**config.mk**
```make
export PLATFORM = sky130hd
export DESIGN_NAME = return_stack
export DESIGN_NICKNAME = d
export VERILOG_FILES = /design/src/rtl/cpu_pkg.sv /design/src/rtl/stack_regfile.sv /design/src/rtl/return_stack.sv
export SDC_FILE = /design/constraint.sdc
export NUM_CORES = 1
export LEC_CHECK = 0
export CELL_PAD_IN_SITES_DETAIL_PLACEMENT = 1
export CELL_PAD_IN_SITES_GLOBAL_PLACEMENT = 1
export CORE_MARGIN = 3
export CORE_UTILIZATION = 51
export CTS_CLUSTER_SIZE = 25
export DETAILED_ROUTE_END_ITERATION = 8
export PLACE_DENSITY_LB_ADDON = 0.1
export SETUP_SLACK_MARGIN = 0.5
export SYNTH_ARGS = -nofsm -noshare
export SYNTH_HDL_FRONTEND = slang
export SYNTH_SLANG_ARGS = --single-unit
```
**constraint.sdc**
```tcl
create_clock -name clk -period 3.5 [get_ports clk]
set_input_delay 0.7 -clock clk [delete_from_list [all_inputs] [get_ports clk]]
set_output_delay 0.7 -clock clk [all_outputs]
set_load 0.005 [all_outputs]
```
**src/rtl/cpu_pkg.sv**
```systemverilog
// cpu_pkg: shared PC width, return-stack state encodings and flag bit positions
package cpu_pkg;
  localparam int PC_WIDTH = 9;
  localparam int FLAG_EMPTY = 0;
  localparam int FLAG_FULL = 1;
  localparam int FLAG_UNDERFLOW = 2;
  localparam int FLAG_OVERFLOW = 3;
  typedef enum logic [1:0] {
    S_EMPTY = 2'd0,
    S_PARTIAL = 2'd1,
    S_FULL = 2'd2
  } state_t;
endpackage

```
**src/rtl/stack_regfile.sv**
```systemverilog
// stack_regfile: entry array below the top register, one write port, one registered read port with write bypass
module stack_regfile #(
  parameter int DW = 9,
  parameter int N = 15,
  parameter int AW = 4
) (
  input  logic          clk,
  input  logic          i_we,
  input  logic [AW-1:0] i_waddr,
  input  logic [DW-1:0] i_wdata,
  input  logic [AW-1:0] i_raddr,
  output logic [DW-1:0] o_rdata
);
  logic [DW-1:0] r_mem [N];
  always_ff @(posedge clk) begin
    if (i_we) r_mem[i_waddr] <= i_wdata;
    o_rdata <= (i_we && i_waddr == i_raddr) ? i_wdata : r_mem[i_raddr];
  end
endmodule

```
**src/rtl/return_stack.sv**
```systemverilog
// return_stack: registered call/return address stack with top register, state FSM and sticky error flags
module return_stack
  import cpu_pkg::*;
#(
  parameter int DATA_WIDTH = PC_WIDTH,
  parameter int DEPTH = 16
) (
  input  logic                    clk,
  input  logic                    rst_n,
  input  logic                    in_push_en,
  input  logic                    in_pop_en,
  input  logic [DATA_WIDTH-1:0]   in_data,
  input  logic                    in_clear_errors,
  output logic [DATA_WIDTH-1:0]   out_top,
  output logic [3:0]              out_flags,
  output logic [$clog2(DEPTH):0]  out_count
);
  localparam int CW = $clog2(DEPTH) + 1;
  localparam int AW = $clog2(DEPTH);
  localparam logic [CW-1:0] MAX = CW'(DEPTH);
  state_t r_state, w_state_nx;
  logic [CW-1:0] r_count, w_count_nx;
  logic [DATA_WIDTH-1:0] r_top, w_top_nx, w_below;
  logic r_ovf, r_udf, w_push, w_pop, w_repl, w_ovf, w_udf, w_we;
  logic [AW-1:0] w_waddr, w_raddr;
  stack_regfile #(.DW(DATA_WIDTH), .N(DEPTH - 1), .AW(AW)) u_regfile (
    .clk(clk),
    .i_we(w_we),
    .i_waddr(w_waddr),
    .i_wdata(r_top),
    .i_raddr(w_raddr),
    .o_rdata(w_below)
  );
  always_comb begin
    w_push = in_push_en && (in_pop_en ? r_count == '0 : r_count != MAX);
    w_pop = in_pop_en && !in_push_en && r_count != '0;
    w_repl = in_push_en && in_pop_en && r_count != '0;
    w_ovf = in_push_en && !in_pop_en && r_count == MAX;
    w_udf = in_pop_en && r_count == '0;
    w_count_nx = w_push ? r_count + 1'b1 : w_pop ? r_count - 1'b1 : r_count;
    w_top_nx = (w_push || w_repl) ? in_data : w_pop ? (r_count == CW'(1) ? '0 : w_below) : r_top;
    w_state_nx = w_count_nx == '0 ? S_EMPTY : w_count_nx == MAX ? S_FULL : S_PARTIAL;
    w_we = rst_n && w_push && r_count != '0;
    w_waddr = AW'(r_count - 1'b1);
    w_raddr = w_count_nx > CW'(1) ? AW'(w_count_nx - CW'(2)) : '0;
  end
  always_ff @(posedge clk) begin
    if (!rst_n) begin
      r_state <= S_EMPTY;
      r_count <= '0;
      r_top <= '0;
      r_ovf <= 1'b0;
      r_udf <= 1'b0;
    end else begin
      r_state <= w_state_nx;
      r_count <= w_count_nx;
      r_top <= w_top_nx;
      r_ovf <= w_ovf || (r_ovf && !in_clear_errors);
      r_udf <= w_udf || (r_udf && !in_clear_errors);
    end
  end
  always_comb begin
    out_flags = '0;
    out_flags[FLAG_EMPTY] = r_state == S_EMPTY;
    out_flags[FLAG_FULL] = r_state == S_FULL;
    out_flags[FLAG_UNDERFLOW] = r_udf;
    out_flags[FLAG_OVERFLOW] = r_ovf;
  end
  assign out_top = r_top;
  assign out_count = r_count;
endmodule

```
# After elaboration in Yosys (flattened, before gate mapping)
# Memory sizes are Yosys's and may differ from the RTL's. A register that Yosys moved wholly into a read port is not among the register bits.
# Index checks and enable logic that the tools add are counted.
# op_classes
addsub	3
multipliers	0
n_div	0
n_lt_le_gt_ge	1
n_eq_ne	5
shift	0
mux	10
bitwise_logic	1
n_reduce_logical	24
# ops
op	count
2-to-1 mux 9 bit	3
logical AND 1 bit	12
equality test 5 bit (second input constant)	2
logical NOT 5 bit	2
2-to-1 mux 5 bit	2
adder 5 x 1 -> 5 bit (second input constant)	1
equality test 5 x 1 -> 1 bit (second input constant)	1
> comparator 5 x 1 -> 1 bit (second input constant)	1
!= test 5 bit (second input constant)	1
nonzero test 5 bit	1
subtractor 5 x 1 -> 5 bit (second input constant)	1
2-to-1 mux 4 bit	1
subtractor 4 x 2 -> 4 bit (second input constant)	1
logical NOT 1 bit	3
logical OR 1 bit	3
2-to-1 mux 1 bit	3
equality test 2 bit (second input constant)	1
logical NOT 2 bit	1
2-to-1 mux 2 bit	1
nonzero test 2 bit	1
OR reduction 2 bit	1
NOT 1 bit	1
# word_totals
register_bits	18
latchBits	0
ramBits	135
romBits	0
out_inout_bits	18
wordCells	50
memories	1
# mem_list
memory	words	width	read_ports	rd_clocked_by_memory_dff	wr	line_no	source
u_regfile.r_mem	15	9	1	1	1	stack_regfile.sv:14	logic [DW-1:0] r_mem [N];

# Longest topological paths before layout
# logic_depth
depth_word	7
ltp_mapped	12
ltp_nobuf	11

# By module
# From an unflattened synthesis, not the netlist that was laid out.
# unflattened
cells_unflattened	432
area_unflattened_um2	6766.5
# modules_own_cells
mod	instances	cells_each	area_each_um2
stack_regfile	1	282	5439.0
return_stack	1	150	1327.5

# Worst setup path before layout
# No wires, ideal clock.
# synth_path
path_type	register to register
from	register r_count[1] (netlist: out_count[1])
to	register (tool-made name)
t_arrival_ns	2.637
required_time_ns	3.409
setup_slack_ns	0.772
stages_incl_launch_ff	13
path_buffers	1
period_less_slack_ns	2.728
cell_sequence	dfxtp_1 > inv_1 > ha_1 > or4b_1 > buf_4 > nor2_1 > a2111oi_0 > or2_2 > inv_1 > ha_1 > inv_1 > nor4_1 > a311oi_1
# synth_rtl
item	line_no	source
from (decl)	return_stack.sv:22	logic [CW-1:0] r_count, w_count_nx;
from (signal assigned)	return_stack.sv:56	r_count <= w_count_nx;

==> results.sh <==
export IMPL_dp_slack_ns=0.144
export IMPL_hp_class="reg2reg"
export IMPL_grt_pass1_wl_mm=25.0
export IMPL_synth_xor_area_share_pct=0.268
export IMPL_rsz0062_at_grt="false"
export IMPL_clockBufferDepth=2
export IMPL_reg2reg_depth=12
export IMPL_synthSimpleGateAreaFrac_pct=7.64
export IMPL_finalWirelength_mm=16.2
export IMPL_drtIter0Drc=538
export IMPL_crit_type="reg2reg"
export IMPL_fin_util_pct=63.3
export IMPL_final_cell_mix="135 x edfxtp_1, 38 x nand2_1, 36 x mux4_2, 31 x clkdlybuf4s50_1, 30 x buf_4"
export IMPL_cts_hold_buffers=0
export IMPL_worstMarginPinSlew_ns=1.05
export IMPL_via_count=3853
export IMPL_ant_nets=0
export IMPL_fin_skew_ns=0.0115
export IMPL_antenna_found_initial=0
export IMPL_synthMuxAreaShare_pct=13.9
export IMPL_netlist_instances=396
export IMPL_final_nets=474
export IMPL_drcViolationCount=0
export IMPL_ys_flop_type="edfxtp_1"
export IMPL_hpwl_mm=10.3
export IMPL_wire_per_inst_microns=25.5
export IMPL_p_leak_nw=2.59
export IMPL_antenna_cells=0
export IMPL_finalHoldViolCount=0
export IMPL_tns_ns=0
export IMPL_clkLatencyLatePin_ns=0.43
export IMPL_worstPathMaxFanout=9
export IMPL_start_util_pct=53.3
export IMPL_crit_required_ns=3.78
export IMPL_synth_seq_cells=157
export IMPL_synth_fa_ha_area_share_pct=1.15
export IMPL_root_buffer="clkbuf_16"
export IMPL_cp_top_family="simple AND/OR/NAND/NOR gates"
export IMPL_crit_path_start_kind="flop"
export IMPL_syn_num_nets=416
export IMPL_dieArea_sq_mm=0.0142
export IMPL_avgSynthCellArea_sq_um=16.5
export IMPL_cts_tree="yes"
export IMPL_syn_to_final_growth_pct=18.9
export IMPL_dieHeight_microns=119
export IMPL_status="finished clean"
export IMPL_grt_remaining_overflow=0
export IMPL_path_cells="inv_1 > ha_4 > or4b_4 > nor2_1 > a2111oi_1 > buf_4 > or2_2 > inv_1 > ha_1 > inv_1 > nor4_2 > a311oi_1"
export IMPL_grt_max_degree=46
export IMPL_worstPathArrival_ns=3.05
export IMPL_layout_commonest_cell="edfxtp_1"
export IMPL_critical_path_max_stage_delay_ns=0.55
export IMPL_r2r_setup_slack_ns=0.73
export IMPL_regArea_sq_mm=0.00450
export IMPL_ys_seq_area_share_pct=68.8
export IMPL_setup_violations=0
export IMPL_grtUsageTotal_pct=24.6
export IMPL_yosysWarnings=0
export IMPL_clock_fmax_mhz=361
export IMPL_drive_gt1_share_pct=24.2
export IMPL_holdPathStages=3
export IMPL_end_kind="flop"
export IMPL_worst_hold_slack_ns=0.609
export IMPL_netlist_area_sq_mm=0.00653
export IMPL_synth_enable_flop_cells=135
export IMPL_ir_drop_v=0.000412
export IMPL_cts_sinks=157
export IMPL_ys_async_sr_fraction_pct=0
export IMPL_clk_pin_slew_ns=0.06
export IMPL_final_period_utilization_pct=79.2
export IMPL_max_slew_margin_pct=30.2
export IMPL_critPathBufInv=4
export IMPL_cap_viol_max_count=0
export IMPL_setup_ws_ns=0.728
export IMPL_fin_crit_ns=2.77
export IMPL_firstDrtPassIters=5
export IMPL_pin_count=32
export IMPL_portBuffers=31
export IMPL_drv_slew=0
export IMPL_crit_top_cell="inv_1"
export IMPL_row_count=40
export IMPL_cp_num_cells=12
export IMPL_p_per_area_mw_per_mm2=728
export IMPL_core_area_sq_mm=0.0123
export IMPL_via_per_inst=6.07
export IMPL_synth_distinct_cells=51
export IMPL_multi_input_area_sq_mm=0.00193
export IMPL_post_cts_buffers=0
export IMPL_cts_buffers=17
export IMPL_grt_pass1_vias=4079
export IMPL_gp_congestion=0.869
export IMPL_synth_compound_area_share_pct=6.11
export IMPL_cts_max_level=4
export IMPL_synth_top_family_by_area="multiplexers"
export IMPL_cp_slowest_cell="or4b_4"
export IMPL_nFillCells=1082
export IMPL_die_x_microns=119
-- through the flow --
| step | instances | total power [mW] | instance area (sq um) |
|---|---|---|---|
| 2_1_floorplan | 396 | 3.43 | 6530 |
| 3_3_place_gp | 603 | 3.86 | 7170 |
| 3_5_place_dp | 603 | 3.92 | 7170 |
| 4_1_cts | 635 | 5.66 | 7740 |
| 5_1_grt | 635 | 5.94 | 7760 |
| 6_report | 635 | 5.65 | 7760 |
-- Yosys cell counts, drive strengths merged (4+ instances only) --
cell	instances	area [sq um]
mux2i	10	100
ha	6	75.1
a22o	9	78.8
mux4	36	811
and2	6	37.5
nor2	25	93.8
nand2	38	143
a31oi	4	25.0
a21oi	6	30.0
clkbuf	12	45.0
and3	5	36.3
o21ai	19	95.1
dfxtp	22	440
a211oi	4	47.5
edfxtp	135	4050
nor2b	6	37.5
buf	10	60.1
inv	8	30.0
-- worst min-delay path, delay by kind of cell (launching register included) --
| kind | cells | cell delay, ns |
|---|---|---|
| AO/OA/AOI/OAI | 1 | 0.06 |
| AND/OR/NAND/NOR | 1 | 0.14 |
| flip-flops | 1 | 0.31 |
| buffers and inverters | 1 | 0.05 |
-- area by class of cell --
| cell class | instances | share of cell area [%] |
|---|---|---|
| timing repair buffer | 61 | 6.90 |
| sequential | 157 | 57.9 |
| multi-input combinational | 209 | 24.8 |
| clock buffer | 19 | 5.71 |
| inverter | 8 | 0.387 |
| tap | 168 | 2.71 |
| clock inverter | 13 | 1.53 |
-- sequential cells by signal (all words and copies together) (netlist names), named ones only --
name and flops:
u_regfile.r_mem 135, out_top 9, r_ovf 1, r_udf 1, r_state 2, out_count 5
-- where the power goes --
group / switching [mW] / total [mW] / internal, mW
registers: 0.295 / 2.47 / 2.18
logic: 0.667 / 1.44 / 0.777
clock network: 0.737 / 1.73 / 0.995
total: 1.70 / 5.65 / 3.95
-- repair_timing --
action | 4_1_cts | 5_1_grt
gates resized for setup | 2 | 6
pin swaps | 0 | 0
gates cloned | 0 | 0
endpoints found under the setup margin | 1 | 1
-- kinds of logic after synthesis --
logic type	count (synthesis)
DFF	157
buffers and inverters	30
xor gates and xnor gates	2
muxes	46
AOI/OAI and AO/OA	56
and+or+nand+nor	99
adders and majority gates	6
-- worst paths after layout --
path | from | endpoint
max | out_count[1] | flop
min | r_udf | r_udf
max reg2reg | out_count[1] | flop
min reg2reg | r_udf | r_udf
-- layer usage --
layer	GRT usage (%)	vias to the layer above	part of all wire (%)
met2	40.4	125	52
met1	31.9	2036	41
met3	6.55	24	5.1
met4	8.18	0	2.3
li1	-	1668	-
met5	0	-	0
(Power assumes the default switching activity.)
